--- config.mk ---
export PLATFORM = sky130hd
export DESIGN_NAME = imem_loader
export DESIGN_NICKNAME = d
export VERILOG_FILES = /design/src/rtl/cpu_pkg.sv /design/src/rtl/imem_loader_byte_packer.sv /design/src/rtl/imem_loader.sv
export SDC_FILE = /design/constraint.sdc
export NUM_CORES = 1
export LEC_CHECK = 0
export CAP_MARGIN = 5
export CORE_MARGIN = 3
export CORE_UTILIZATION = 35
export CTS_CLUSTER_SIZE = 20
export DETAILED_ROUTE_END_ITERATION = 8
export GPL_TIMING_DRIVEN = 0
export SYNTH_ARGS = -nofsm -noshare
export SYNTH_HDL_FRONTEND = slang
export SYNTH_HIERARCHICAL = 1
export SYNTH_SLANG_ARGS = --single-unit
--- constraint.sdc ---
create_clock -name clk -period 2.93 [get_ports clk]
set_input_delay 0.7325 -clock clk [delete_from_list [all_inputs] [get_ports clk]]
set_output_delay 0.7325 -clock clk [all_outputs]
set_load 0.01 [all_outputs]
--- src/rtl/cpu_pkg.sv ---
// Shared types and defaults for the boot loader that sequences the core.
package cpu_pkg;

  typedef enum logic [2:0] {
    ST_IDLE  = 3'd0,
    ST_LOAD  = 3'd1,
    ST_FLUSH = 3'd2,
    ST_RUN   = 3'd3,
    ST_HALT  = 3'd4
  } ldr_state_t;

  localparam int DEF_ADDR_W       = 5;
  localparam int DEF_FLUSH_CYCLES = 3;

endpackage

--- src/rtl/imem_loader_byte_packer.sv ---
// Turns rising edges of the host strobe into bytes and packs them
// little-endian into 32-bit words; word_done pulses for one cycle per word.
module byte_packer (
  input  logic        clk,
  input  logic        rst,
  input  logic        en,
  input  logic        full,
  input  logic        clr,
  input  logic [7:0]  data_in,
  input  logic        data_valid,
  output logic        word_done,
  output logic [31:0] word,
  output logic [1:0]  lane,
  output logic        drop
);

  logic valid_q;
  logic hit;

  // valid_q samples the strobe in every state so a level that is already
  // high when loading starts is not mistaken for a new byte.
  assign hit  = data_valid & ~valid_q & en;
  assign drop = hit & full;

  // Edge detect, lane counter and assembly register.
  always_ff @(posedge clk) begin
    if (rst) begin
      valid_q   <= 1'b0;
      lane      <= 2'd0;
      word      <= 32'd0;
      word_done <= 1'b0;
    end else begin
      valid_q   <= data_valid;
      word_done <= 1'b0;
      if (clr) begin
        lane <= 2'd0;
      end else if (hit && !full) begin
        word[{lane, 3'b000} +: 8] <= data_in;
        lane                      <= lane + 2'd1;
        if (lane == 2'd3) word_done <= 1'b1;
      end
    end
  end

endmodule

--- src/rtl/imem_loader.sv ---
// Boot-time loader: writes host bytes into program memory, flushes the
// pipeline, then releases the core; re-arms on halt or a new load.
//
//   state | meaning
//   IDLE  | after reset, waiting for a load or run request
//   LOAD  | accepting host bytes, writing completed words
//   FLUSH | PC reset / pipeline clear, timed by flush_cnt
//   RUN   | core advancing
//   HALT  | core stopped by halt_req, waiting for run or load
module imem_loader
  import cpu_pkg::*;
#(
  parameter int ADDR_W       = DEF_ADDR_W,
  parameter int FLUSH_CYCLES = DEF_FLUSH_CYCLES
) (
  input  logic              clk,
  input  logic              rst,
  input  logic              load_mode,
  input  logic              run_req,
  input  logic [7:0]        data_in,
  input  logic              data_valid,
  input  logic              halt_req,
  output logic              imem_we,
  output logic [ADDR_W-1:0] imem_addr,
  output logic [31:0]       imem_wdata,
  output logic              cpu_flush,
  output logic              cpu_run,
  output logic [ADDR_W:0]   words_loaded,
  output logic              overflow,
  output logic              partial_err
);

  localparam int FC_W = (FLUSH_CYCLES > 1) ? $clog2(FLUSH_CYCLES) : 1;
  localparam logic [FC_W-1:0] FC_LOAD = FC_W'(FLUSH_CYCLES - 1);

  ldr_state_t      state, state_next;
  logic [FC_W-1:0] flush_cnt;
  logic            mem_full;
  logic            load_ok;
  logic            load_entry;
  logic            load_exit;
  logic [1:0]      lane;
  logic            byte_drop;

  // words_loaded never exceeds 2^ADDR_W, so its top bit is the full flag.
  assign mem_full   = words_loaded[ADDR_W];
  assign load_ok    = (state == ST_LOAD) && load_mode;
  assign load_exit  = (state == ST_LOAD) && !load_mode;
  assign load_entry = (state != ST_LOAD) && (state_next == ST_LOAD);

  byte_packer u_packer (
    .clk        (clk),
    .rst        (rst),
    .en         (load_ok),
    .full       (mem_full),
    .clr        (load_entry | load_exit),
    .data_in    (data_in),
    .data_valid (data_valid),
    .word_done  (imem_we),
    .word       (imem_wdata),
    .lane       (lane),
    .drop       (byte_drop)
  );

  // Next-state decode; load_mode outranks halt_req, which outranks run_req.
  always_comb begin
    state_next = state;
    case (state)
      ST_IDLE: begin
        if (load_mode)    state_next = ST_LOAD;
        else if (run_req) state_next = ST_FLUSH;
      end
      ST_LOAD: begin
        if (!load_mode) state_next = ST_FLUSH;
      end
      ST_FLUSH: begin
        if (load_mode)                state_next = ST_LOAD;
        else if (flush_cnt == '0)     state_next = ST_RUN;
      end
      ST_RUN: begin
        if (load_mode)     state_next = ST_LOAD;
        else if (halt_req) state_next = ST_HALT;
      end
      ST_HALT: begin
        if (load_mode)    state_next = ST_LOAD;
        else if (run_req) state_next = ST_FLUSH;
      end
      default: state_next = ST_IDLE;
    endcase
  end

  // State register and registered core controls.
  always_ff @(posedge clk) begin
    if (rst) begin
      state     <= ST_IDLE;
      cpu_flush <= 1'b0;
      cpu_run   <= 1'b0;
    end else begin
      state     <= state_next;
      cpu_flush <= (state_next == ST_FLUSH);
      cpu_run   <= (state_next == ST_RUN);
    end
  end

  // Flush timer: loaded on FLUSH entry, terminal count ends the flush.
  always_ff @(posedge clk) begin
    if (rst) begin
      flush_cnt <= '0;
    end else if (state_next == ST_FLUSH && state != ST_FLUSH) begin
      flush_cnt <= FC_LOAD;
    end else if (flush_cnt != '0) begin
      flush_cnt <= flush_cnt - FC_W'(1);
    end
  end

  // Write address, word count and sticky load flags.
  always_ff @(posedge clk) begin
    if (rst) begin
      imem_addr    <= '0;
      words_loaded <= '0;
      overflow     <= 1'b0;
      partial_err  <= 1'b0;
    end else if (load_entry) begin
      imem_addr    <= '0;
      words_loaded <= '0;
      overflow     <= 1'b0;
      partial_err  <= 1'b0;
    end else begin
      if (imem_we) begin
        words_loaded <= words_loaded + (ADDR_W + 1)'(1);
        // Hold at the last word instead of wrapping onto address 0.
        if (imem_addr != {ADDR_W{1'b1}}) imem_addr <= imem_addr + ADDR_W'(1);
      end
      if (byte_drop)                  overflow    <= 1'b1;
      if (load_exit && lane != 2'd0)  partial_err <= 1'b1;
    end
  end

endmodule

==> results of run 1 <==
==> kinds of logic after synthesis <==
kind of cell | count (synthesis) | share of synthesized area (%)
AO/OA/AOI/OAI | 80 | 17.4
XOR/XNOR | 9 | 2.97
adder cells (fa/ha/maj) | 9 | 4.24
buffers and inverters | 29 | 5.75
flip-flops | 56 | 42.2
multiplexers | 3 | 1.13
AND/OR/NAND/NOR | 95 | 26.3
==> state kept, by name (all words and copies together) (netlist names) <==
signal,cells
flush_cnt,2
u_packer/word,32
cpu_flush,1
imem_addr,5
cpu_run,1
words_loaded,6
overflow,1
u_packer/lane,2
u_packer/word_done,1
partial_err,1
u_packer/valid_q,1
state,3
==> worst max-delay path by stage <==
stage | startpoint | endpoint | slack, ns | cells after the start
2_1_floorplan | load_mode | u_packer/word[24] | 0.74 | 7
3_3_place_gp | load_mode | u_packer/word[6] | -0.20 | 7
3_5_place_dp | load_mode | u_packer/word[1] | -0.25 | 7
4_1_cts | load_mode | u_packer/word[1] | 0.10 | 7
5_1_grt | load_mode | u_packer/word[29] | 0.02 | 8
6_report | load_mode | u_packer/word[1] | 0.17 | 7
==> power by group through the flow <==
stage	logic (mW)	clock network, mW	registers [mW]
after floorplan	0.110	0	0.791
after global placement	0.171	0	0.790
after detailed placement	0.172	0	0.790
after CTS	0.172	0.526	0.773
after global routing	0.193	0.555	0.774
final	0.178	0.510	0.773
==> metal layers <==
| metal | part of all wire (%) | vias to the layer above |
|---|---|---|
| li1 | - | 1178 |
| met1 | 47 | 1099 |
| met2 | 46 | 46 |
| met3 | 4.9 | 7 |
| met4 | 1.4 | 0 |
| met5 | 0 | - |
==> synthesized netlist by cell type, drive strengths merged, types with 2 or more instances <==
master / instances / share of area [%]
dfxtp: 56 / 42
a21oi: 35 / 6.6
nand4: 35 / 8.2
o21ai: 35 / 6.6
nor3: 17 / 5.1
buf: 15 / 3.7
clkbuf: 9 / 1.3
ha: 9 / 4.2
nor2: 6 / 0.85
nor2b: 6 / 1.4
xor2: 6 / 2.0
and3: 5 / 1.2
inv: 5 / 0.71
nand2: 4 / 0.57
nand4bb: 4 / 1.7
and4bb: 3 / 1.4
mux2i: 3 / 1.1
nor4b: 3 / 2.1
nor4bb: 3 / 1.1
or2: 3 / 0.80
xnor2: 3 / 0.99
a2111oi: 2 / 0.89
a211oi: 2 / 0.75
==> worst register-to-register path, delay by kind of cell, from the launching register on <==
kind | cells | cell delay, ns
AND/OR/NAND/NOR | 3 | 0.88
flip-flops | 1 | 0.50
AO/OA/AOI/OAI | 4 | 0.74
==> per-stage QoR <==
| stage | setup TNS [ns] | utilization [%] |
|---|---|---|
| floorplan | 0 | - |
| global route | 0 | 48.1 |
| CTS | 0 | 47.9 |
| detailed placement | -6.10 | 46.4 |
| finish | 0 | 48.1 |
| global placement | -5.19 | 46.4 |
==> area by class of cell <==
type	count	area, sq um	area share, %
multi-input combinational	196	1400	39.9
sequential	56	1120	32.0
timing repair buffer	60	601	17.1
buffer	24	134	3.82
tap	99	124	3.53
clock buffer	5	68.8	1.96
clock inverter	3	42.5	1.21
inverter	5	18.8	0.535
==> timing repair <==
| item | 4_1_cts | 5_1_grt |
|---|---|---|
| resized for setup | 0 | 3 |
| hold buffers | 0 | 0 |
| endpoints found under the setup margin | 0 | 31 |
==> summary.txt, run 1 <==
Clock network
  – Post-CTS setup buffers: 0
  – Clock Tree Buf Depth: 2
  – Root Driver: clkbuf_8
  – # clock sinks: 56
  – Worst-Skew Late Latency: 0.32 ns
  – CTS Buf Count: 5
  – Clock transition at the registers of the reported paths: 0.11 ns
  – H-tree Lvls: 2
  – CTS tree: built

Synthesis
  – Main synth FF type: dfxtp_1
  – Sequential share of the synthesized area: a little over two fifths
  – Mean Syn Cell Area: 9.45 sq um
  – EDFF count, synth: 0
  – Mapped Cells: 281
  – Synthesized area: 2660 sq um
  – Cell variety after synth: 46
  – Syn. warnings: 6
  – Ys async rst share: 0%
  – #FFs+latches synth: 56
  – Net count after synthesis: 304

Global route
  – Initial antenna violation count: 0
  – Largest net degree at the start of global routing: 18
  – Vias in the first global route: approximately 2100
  – GRT Total Usage: 15.5%
  – GRT met3 Usage: under 10%
  – GR Util met2: 23.4%
  – GR peak layer: met2
  – Global-route wire length before repair: 10.8 mm
  – Met1 Use GR: 21.8%
  – GRT overflow: 0

Critical path
  – Worst EP arrival: 2.96 ns
  – R2R Path Start: state[2]
  – Slowest CP cell: clkdlybuf4s50_1
  – Crit path max fanout: 10
  – Worst Path Class, Setup: input pin to flip-flop
  – Crit-path leading delay family: compound AO/OA/AOI/OAI gates
  – Cells along the critical path: clkdlybuf4s50_1 > o311ai_4 > a211oi_2 > or2_4 > nand4bb_1 > o21ai_1 > a21oi_1
  – R2R Path End: u_packer/word[1]
  – CP bufs+invs: 1
  – Crit path largest cell delay: 0.61 ns
  – Worst EP required: 3.13 ns
  – Reg2Reg Setup Slack: 0.69 ns
  – Reg2reg path depth: 7
  – Crit end category: flip-flop
  – Startpoint Class: input pin

Pwr
  – Power Internal: 1.09 mW
  – Pwr dens: 416 nW/um^2
  – Net Sw Frac: between 20% and 30%
  – Sw Pwr: between 0.3 and 0.4 mW
  – VDD IR-drop max: 0.000194 V
  – Total power: 1.46 mW
  – Comb pwr share: about 12%
  – Flop pwr share: 52.9%
  – Clock power frac: 34.9%
  – Leak Pwr: 1.17 nW

Timing
  – Worst Max-Slew Pin Slew: approximately 0.53 ns
  – Min Hold Slack: 0.479 ns
  – Setup WS post-layout: between 0.15 and 0.2 ns
  – Final Hold Fails: 0
  – FMAX: 362 MHz
  – Setup violations, final: 0
  – Final slew viol count: 0
  – Clk_skew: approximately 0.011 ns
  – Post-layout minimum cycle time: 2.76 ns
  – Unrepaired setup endpoints after global routing: false
  – Final period utilization: 94.4%
  – Slew margin rel.: 64.6%

Place
  – Dpl ws: -0.246 ns
  – DP Area: between 3000 and 4000 sq um
  – DP HPWL: between 4 and 5 mm
  – Port-buffer cells: 60
  – GP Congestion: slightly below 0.8
  – Placed Cells: 440

Layout
  – Most frequent cells in the layout: clkdlybuf4s50_1 (60), dfxtp_1 (56), nand4_1 (35), a21oi_1 (35), o21ai_0 (20)
  – Ant. Diodes: 0
  – Proportion of layout cells with a drive suffix above 1: 13.5%
  – Filler instances: 741
  – Nets: 371
  – Final instance area: around 3500 sq um
  – Final std cells w/o fill: roughly 450
  – Area growth syn-to-layout: 32.1%
  – Commonest non-fill, non-tap cell in the layout: clkdlybuf4s50_1

Floorplan
  – DIE AREA: 8670 sq um
  – Die H: 93.1 microns
  – Core Footprint: about 7300 sq um
  – Row count: 31
  – Die span in x: roughly 93 microns
  – Initial Util: between 30 and 40%
  – Io pins: 62

Detailed routing
  – ANT nets after route: 0
  – Initial DRC Count: roughly 120
  – Vias per std cell: between 5 and 6
  – Per-cell routed wire length: 14.9 microns
  – Total wire length: 6.69 mm
  – DRC Markers: 0
  – Vias after detailed routing: ~2300
  – First drt pass iteration count: 4

Worst hold path
  – Worst min path class: flip-flop to flip-flop
  – Hold worst-path end: u_packer/word[11]
  – Hold Startpoint: u_packer/word[11]
  – Hold Path Stages: 2

Flow run
  – Number of max-cap violations: 0

Outcome
  – Status: finished clean
Note: power is estimated with default switching activity, not from simulation.
==> run 2, diff against run 1 <==
--- a/config.mk
+++ b/config.mk
@@ -7,10 +7,11 @@
 export LEC_CHECK = 0
 export CAP_MARGIN = 5
 export CORE_MARGIN = 3
-export CORE_UTILIZATION = 35
+export CORE_UTILIZATION = 53
 export CTS_CLUSTER_SIZE = 20
 export DETAILED_ROUTE_END_ITERATION = 8
 export GPL_TIMING_DRIVEN = 0
+export PLACE_DENSITY = 0.84
 export SYNTH_ARGS = -nofsm -noshare
 export SYNTH_HDL_FRONTEND = slang
 export SYNTH_HIERARCHICAL = 1
==> summary.txt, run 2 (same netlist as run 1, synthesis figures left out) <==
Timing
  – Final Hold Fails: 0 (unchanged)
  – Setup WS post-layout: 0.153 ns (-0.0125 ns)
  – Slew margin rel.: 65.5% (+0.97 points)
  – Final slew viol count: 0 (unchanged)
  – Post-layout minimum cycle time: 2.78 ns (+0.0125 ns)
  – Worst Max-Slew Pin Slew: 0.515 ns (-0.0144 ns)
  – Setup violations, final: 0 (unchanged)
  – FMAX: 360 MHz (-0.45%)
  – Clk_skew: 0.00390 ns (-0.00751 ns)
  – Final period utilization: 94.8% (+0.43 points)

Global route
  – Largest net degree at the start of global routing: 16 (-2)
  – GRT overflow: 0 (unchanged)
  – GRT Total Usage: 22.8% (+7.4 points)
  – Global-route wire length before repair: 11.0 mm (+1.9%)
  – Initial antenna violation count: 0 (unchanged)
  – Vias in the first global route: 2276 (+7.9%)

Clock network
  – Post-CTS setup buffers: 0 (unchanged)
  – H-tree Lvls: 2 (unchanged)
  – # clock sinks: 56 (unchanged)
  – Clock Tree Buf Depth: 2 (unchanged)
  – Worst-Skew Late Latency: 0.30 ns (-0.02 ns)
  – CTS tree: built
  – Clock transition at the registers of the reported paths: 0.09 ns (-0.02 ns)
  – CTS Buf Count: 5 (unchanged)
  – Root Driver: clkbuf_8
  – Post-cts gate resize count: 0 (unchanged)
  – Hold_buf cts: 0 (unchanged)

Place
  – Port-buffer cells: 60 (unchanged)
  – GP Congestion: 0.897 (+13%)
  – DP HPWL: 4.73 mm (-4.1%)
  – Dpl ws: -0.228 ns (+0.0181 ns)

Layout
  – Most frequent cells in the layout: clkdlybuf4s50_1 (59), dfxtp_1 (56), nand4_1 (35), a21oi_1 (35), o21ai_0 (20)
  – Ant. Diodes: 0 (unchanged)
  – Filler instances: 353 (-52%)
  – Util after Layout: 72.3% (+24 points)
  – Reg with most FFs: u_packer/word
  – Proportion of layout cells with a drive suffix above 1: 13.8% (+0.29 points)
  – Largest registers: u_packer/word: 32 flops, words_loaded: 6 flops, imem_addr: 5 flops
  – Commonest non-fill, non-tap cell in the layout: clkdlybuf4s50_1
  – Max reg flops: 32 (unchanged)
  – Area growth syn-to-layout: 30.2%
  – Nets: 371 (unchanged)

Critical path
  – Worst EP arrival: 2.96 ns (about the same)
  – Crit path max fanout: 10 (unchanged)
  – Startpoint Class: input pin
  – Worst EP required: 3.11 ns (-0.02 ns)
  – Worst Path Class, Setup: input pin to flip-flop
  – Crit end category: flip-flop

Outcome
  – Status: finished clean

Floorplan
  – DIE AREA: 5900 sq um (-32%)
  – Die span in x: 76.8 microns (-18%)
  – Die H: 76.8 microns (-18%)
  – Row count: 25 (-19%)
  – Core Footprint: 4790 sq um (-34%)
  – Io pins: 62 (unchanged)
  – Initial Util: 55.5% (+19 points)

Detailed routing
  – DRC Markers: 0 (unchanged)
  – First drt pass iteration count: 5 (+1)
  – ANT nets after route: 0 (unchanged)
  – Total wire length: 6.63 mm (-0.87%)
  – Vias after detailed routing: 2494 (+7.0%)
  – Per-cell routed wire length: 15.9 microns (+6.8%)
  – Initial DRC Count: 188 (+54%)
  – Vias per std cell: 6.00 (+15%)

Worst hold path
  – Worst min path class: flip-flop to flip-flop

Pwr
  – VDD IR-drop max: 0.000264 V (+36%)
  – Leak Pwr: 1.17 nW (-0.13%)
  – Pwr dens: 397 nW/um^2 (-4.7%)

Flow run
  – Number of max-cap violations: 0 (unchanged)
run 2: cell types whose count changed in the layout (fill, tap and decap cells not counted), sizes merged:
cell           change
clkbuf             +3
bufinv             -1
clkdlybuf4s50      -1
clkinv             -1
clkinvlp           -1
dlymetal6s2s       +1
run 2: power breakdown:
part           total [mW]  switching (mW)  internal, mW
Combinational       0.178           0.108        0.0704
Clock               0.421           0.228         0.193
Sequential          0.772         0.00429         0.768
Total                1.37           0.340          1.03
run 2: worst max-delay path, cell delays in order:
cell	delay, ns
clkdlybuf4s50_1	0.53
nor2_1	0.09
o311ai_4	0.23
a211oi_2	0.16
or2_1	0.38
nand4bb_1	0.43
o21ai_0	0.30
a21oi_1	0.09
run 2: cell type report:
cell class,instances,area (sq um),share of cell area (%)
Buffer,24,134,3.87
Clock buffer,8,90.1,2.60
Inverter,5,18.8,0.542
Multi-Input combinational cell,196,1410,40.7
Sequential cell,56,1120,32.4
Tap cell,67,83.8,2.42
Timing Repair Buffer,60,603,17.4
run 2: worst paths after layout:
kind | startpoint | end | slack (ns) | depth (start not counted)
max | run_req | u_packer/word[16] | 0.15 | 8
min | u_packer/word[13] | u_packer/word[13] | 0.48 | 2
max reg2reg | state[2] | u_packer/word[16] | 0.60 | 7
min reg2reg | u_packer/word[13] | u_packer/word[13] | 0.48 | 2
run 2: layer usage:
| layer | track usage (%) | vias to the layer above | wire [microns] |
|---|---|---|---|
| li1 | - | 1183 | - |
| met4 | 7.97 | 0 | 99 |
| met1 | 30.4 | 1196 | 2850 |
| met5 | 0 | - | 0 |
| met3 | 4.93 | 18 | 401 |
| met2 | 36.4 | 97 | 3290 |
run 2: through the flow:
step                      instances  setup TNS (ns)  hold slack [ns]  instance area [sq um]  power, mW
after global routing            416        -0.00341            0.493                   3460       1.43
after floorplan                 281               0            0.443                   2660      0.901
final                           416               0            0.476                   3460       1.37
after global placement          408           -4.19            0.454                   3340      0.957
after CTS                       416               0            0.477                   3430       1.38
after detailed placement        408           -6.03            0.465                   3340      0.959
